$ cat config.mk
export PLATFORM = sky130hd
export DESIGN_NAME = capture_ctrl
export DESIGN_NICKNAME = d
export VERILOG_FILES = /design/src/rtl/la_pkg.sv /design/src/rtl/capture_ctrl.sv
export SDC_FILE = /design/constraint.sdc
export NUM_CORES = 1
export LEC_CHECK = 0
export BUFFER_PORTS_ARGS = -buffer_cell sky130_fd_sc_hd__buf_2
export CAP_MARGIN = 20
export CELL_PAD_IN_SITES_DETAIL_PLACEMENT = 2
export CELL_PAD_IN_SITES_GLOBAL_PLACEMENT = 2
export CORE_MARGIN = 1
export CORE_UTILIZATION = 39
export CTS_BUF_LIST = sky130_fd_sc_hd__clkbuf_2
export CTS_CLUSTER_DIAMETER = 80
export DETAILED_ROUTE_END_ITERATION = 8
export PLACE_DENSITY_LB_ADDON = 0.1
export SYNTH_ARGS = -nofsm -noshare
export SYNTH_HDL_FRONTEND = slang
export SYNTH_SLANG_ARGS = --single-unit
$ cat constraint.sdc
create_clock -name clk -period 3.95 [get_ports clk]
set_input_delay 0.5925 -clock clk [delete_from_list [all_inputs] [get_ports clk]]
set_output_delay 0.5925 -clock clk [all_outputs]
set_load 0.05 [all_outputs]
$ cat src/rtl/la_pkg.sv
// rtl/la_pkg.sv - shared types and constants for the logic-analyzer capture path
package la_pkg;

  typedef enum logic [1:0] {
    ST_IDLE    = 2'd0,
    ST_CAPTURE = 2'd1,
    ST_DONE    = 2'd2
  } cap_state_e;

  localparam int LA_ADDR_W = 9;

  function automatic int depth(input int addr_w);
    return 1 << addr_w;
  endfunction

endpackage

$ cat src/rtl/capture_ctrl.sv
// rtl/capture_ctrl.sv - circular capture RAM writer with pre/post-trigger accounting
module capture_ctrl
  import la_pkg::*;
#(
  parameter int ADDR_W = LA_ADDR_W
) (
  input  logic              clk,
  input  logic              rst_n,
  input  logic              run,
  input  logic              clr_cap_done,
  input  logic              wrt_smpl,
  input  logic [ADDR_W-1:0] trig_pos,
  input  logic              triggered,
  output logic              we,
  output logic [ADDR_W-1:0] waddr,
  output logic              armed,
  output logic              set_capture_done,
  output logic              capture_done,
  output logic [ADDR_W-1:0] end_addr
);

  localparam int DEPTH = depth(ADDR_W);
  localparam logic [ADDR_W:0] DEPTH_C = DEPTH[ADDR_W:0];

  cap_state_e      state;
  logic [ADDR_W:0] smpl_cnt;
  logic [ADDR_W:0] trig_cnt;
  logic [ADDR_W:0] arm_thresh;
  logic            in_cap;
  logic            stop;

  // Extra MSB keeps DEPTH - trig_pos exact even for trig_pos = 0.
  assign arm_thresh       = DEPTH_C - {1'b0, trig_pos};
  assign in_cap           = (state == ST_CAPTURE);
  assign stop             = in_cap & triggered & (trig_cnt == {1'b0, trig_pos});
  assign we               = in_cap & wrt_smpl & ~stop;
  assign set_capture_done = stop;

  always_ff @(posedge clk or negedge rst_n) begin
    if (!rst_n) begin
      state        <= ST_IDLE;
      waddr        <= '0;
      smpl_cnt     <= '0;
      trig_cnt     <= '0;
      armed        <= 1'b0;
      capture_done <= 1'b0;
      end_addr     <= '0;
    end else begin
      case (state)
        ST_IDLE: begin
          waddr    <= '0;
          smpl_cnt <= '0;
          trig_cnt <= '0;
          armed    <= 1'b0;
          if (run) state <= ST_CAPTURE;
        end
        ST_CAPTURE: begin
          if (stop) begin
            state        <= ST_DONE;
            capture_done <= 1'b1;
            end_addr     <= waddr;
            armed        <= 1'b0;
          end else begin
            armed <= (smpl_cnt >= arm_thresh);
            if (we) begin
              waddr <= waddr + 1'b1;
              if (smpl_cnt != DEPTH_C) smpl_cnt <= smpl_cnt + 1'b1;
              if (triggered) trig_cnt <= trig_cnt + 1'b1;
            end
          end
        end
        ST_DONE: begin
          armed <= 1'b0;
          if (clr_cap_done) begin
            capture_done <= 1'b0;
            state        <= ST_IDLE;
          end
        end
        default: state <= ST_IDLE;
      endcase
    end
  end

endmodule

==> flow_summary.yaml <==
status:
  outcome: "complete, no violations"
synthesis:
  yosys_warnings: 0
  synthFlopType: "dfrtp_1"
  synth_area_mm2: 0.00262
  synth_top_area_share_pct: 40.2
  syn-mean-instance-area_um2: 8.86
  seq_area_frac_synth_pct: 40.2
  synthCells: 295
  yosysUniqueCellTypes: 44
  synth.largest_area_cell: "dfrtp_1"
  synth-seq-cells: 42
  synth.area.top_cells: "dfrtp_1 40%, ha_1 7.2%, nand2_1 7.0%"
  synth_edf_count: 0
  async_flop_share_pct: 100
  syn_nets: 325
floorplanning:
  fp.dieW_um: 83.9
  die_area_mm2: 0.00704
  io_pins: 37
  die_h_um: 83.9
  fp-row-count: 29
  start_util_pct: 40.7
  core_mm2: 0.00642
critical_path:
  worst_path_largest_cell_delay_ps: 670
  worst_path_dominant_cell_family: "simple AND/OR/NAND/NOR gates"
  cp.required_ps: 3360
  critPathLaunchType: "flip-flop"
  cp-end-kind: "primary output"
  critPathSlowestCell: "dfrtp_1"
  critPathMaxFanout: 15
  arrival_ps: 2890
  crit_chain: "and4bb_1, nand4_1, or3_1, and3_1, buf_2"
  cp_num_buf_inv: 1
  crit_type: "flip-flop to primary output"
timing:
  min_period_over_period_pct: 88.1
  slew_viol_final: 0
  hold_violations: 0
  max_freq_ghz: 0.287
  rsz0062_at_grt: "false"
  setup_viol: 0
  period_needed_ps: 3480
  worst_slew_pin_slew_ps: 728
  fin_setup_tns_ps: 0
  setup_ws_ps: 469
  skew_ps: 17.1
  relSlewSlack_pct: 51.3
pwr:
  p_sw_uw: 545
  swShare_pct: 41.6
  power_frac_seq_pct: 48.0
  p_int_uw: 764
  leakagePower_uw: 0.00143
  vdd_drop_max_mv: 0.194
  power_density_mw_per_mm2: 442
  p_clk_share_pct: 19.9
  combPwrFrac_pct: 32.1
global_route:
  use_met2_pct: 41.8
  grt_start_max_net_pins: 43
  top_usage_layer: "met2"
  grtUsageTotal_pct: 23.9
  grt_pass1_wl_um: 13300
  grtUsageMet3_pct: 3.56
  grt_pass1_vias: 2634
  antenna_found_initial: 0
  grt_use_met1_pct: 31.0
  grt_overflow: 0
cells_and_area:
  syn_to_final_growth_pct: 13.1
  num_antenna_cells: 0
  nNetsFinal: 358
  final_cells: 406
  drive_above_1_share_pct: 15.5
cts:
  clk_path_buf_depth: 2
  cts_resized: 0
  clkTransAtPathRegs_ps: 220
  cts_setup_buffers: 0
  cts_max_level: 2
  clock_latency_ps: 400
  clock_sinks: 42
  cts_hold_buf: 0
  cts_buffers: 5
  cts_tree: "yes"
  cts_root_buf: "clkbuf_2"
place:
  globalplace.congestion: 0.813
  dp_slack_ps: 892
  dp.cells: 396
  io_buffer_count: 36
  hpwl_um: 5720
hold_path:
  hp-class: "primary input to flip-flop"
job:
  drv_cap: 0
detailed_routing:
  dr.pass1.iters: 4
  wl_um: 7920
  via_count: 2414
  route.detailed.drc: 0
  drt-wirelength-per-cell_um: 19.5
  vias_per_cell: 5.95
  drtAntennaViolNets: 0
  drt-initial-drc-count: 87
## routing by layer
layer	vias to the layer above	wire (µm)
met3	8	162
met1	1238	3680
met2	27	4000
li1	1141	-
met4	0	76
met5	-	0
## state kept, by name (all words and copies together) (netlist names)
name and count:
smpl_cnt 10, trig_cnt 10, end_addr 9, waddr 9
state 2, armed 1, capture_done 1
## placed cells by master (no fill, tap or decap), types with 2 or more instances in the layout
cell type,n
o31ai_1,4
and3_1,6
a22o_1,3
ha_1,15
buf_12,2
or3_1,9
a32o_1,2
or4_1,8
and4_1,3
nor3_1,6
a21oi_1,14
inv_1,10
a31oi_1,4
o21ai_0,14
o211ai_1,5
and2_1,3
buf_2,36
nand2b_1,5
nor2b_1,2
clkbuf_2,7
o41ai_1,4
nor4_1,3
buf_4,2
nand2_1,49
o311ai_0,3
nand4_1,12
a21o_1,4
xor2_1,5
nand3_1,13
xnor2_1,11
dfrtp_1,42
nor2_1,8
## Yosys cell counts (all sizes together), types with 2 or more instances
cell    number
nor4         3
ha          15
and2         3
nand2b       5
o311ai       3
nand4       12
o211ai       5
nand2       49
clkbuf       9
nor3         7
a22o         3
a32o         2
a21oi       14
o41ai        4
nor2b        2
o31ai        4
or3          9
nand3       13
or4          8
and3         6
buf          6
dfrtp       42
a31oi        4
nor2         8
xnor2       11
a21o         4
o21ai       15
xor2         5
and4         3
inv         10
## power by group through the flow
stage          Clock [µW]  Sequential (µW)  Combinational (µW)
6_report              260              628                 420
5_1_grt               278              642                 465
4_1_cts               268              628                 423
3_5_place_dp            0              637                 419
3_3_place_gp            0              631                 405
2_1_floorplan           0              694                 209
## worst register-to-register path: stages, from the launching register on
cell	delay, ps
dfrtp_1	670
and4bb_1	300
nand4_1	170
or3_1	660
and3_1	430
mux2_2	310
## cells by family (layout without fill, tap and decap cells)
group	after synthesis	count (layout)	synth area share, %
compound gates	62	62	15.5
xor+xnor	16	16	5.36
fa+ha+maj	15	15	7.18
buf+inv	25	59	4.11
flops	42	42	40.2
mux	2	2	0.813
simple gates	133	133	26.8
## layout make-up
| cell class | count | area, µm² |
|---|---|---|
| Timing Repair Buffer | 41 | 245 |
| Inverter | 10 | 37.5 |
| Fill cell | 756 | 3460 |
| Multi-Input combinational cell | 228 | 1460 |
| Tap cell | 77 | 96.3 |
| Clock inverter | 1 | 30.0 |
| Clock buffer | 7 | 35.0 |
| Sequential cell | 42 | 1050 |
## metrics by stage
step                area, µm²  hold WS, ps  total power (µW)  utilization [%]
floorplan                2620          297               904                -
global placement         2860          446              1040             44.6
detailed placement       2860          459              1060             44.6
CTS                      2930          331              1320             45.6
global route             2960          338              1390             46.1
finish                   2960          347              1310             46.1
## final timing paths
check                             start     endpoint  slack [ps]  depth (start not counted)
max                            state[0]           we         470                          5
max reg2reg                    state[0]     waddr[0]        1340                          5
min in group asynchronous         rst_n  trig_cnt[7]         550                          2
max in group asynchronous         rst_n  smpl_cnt[7]        2920                          3
min reg2reg                 end_addr[5]  end_addr[5]         500                          2
min                        clr_cap_done     state[1]         350                          2
Note: power is estimated with default switching activity, not from simulation.
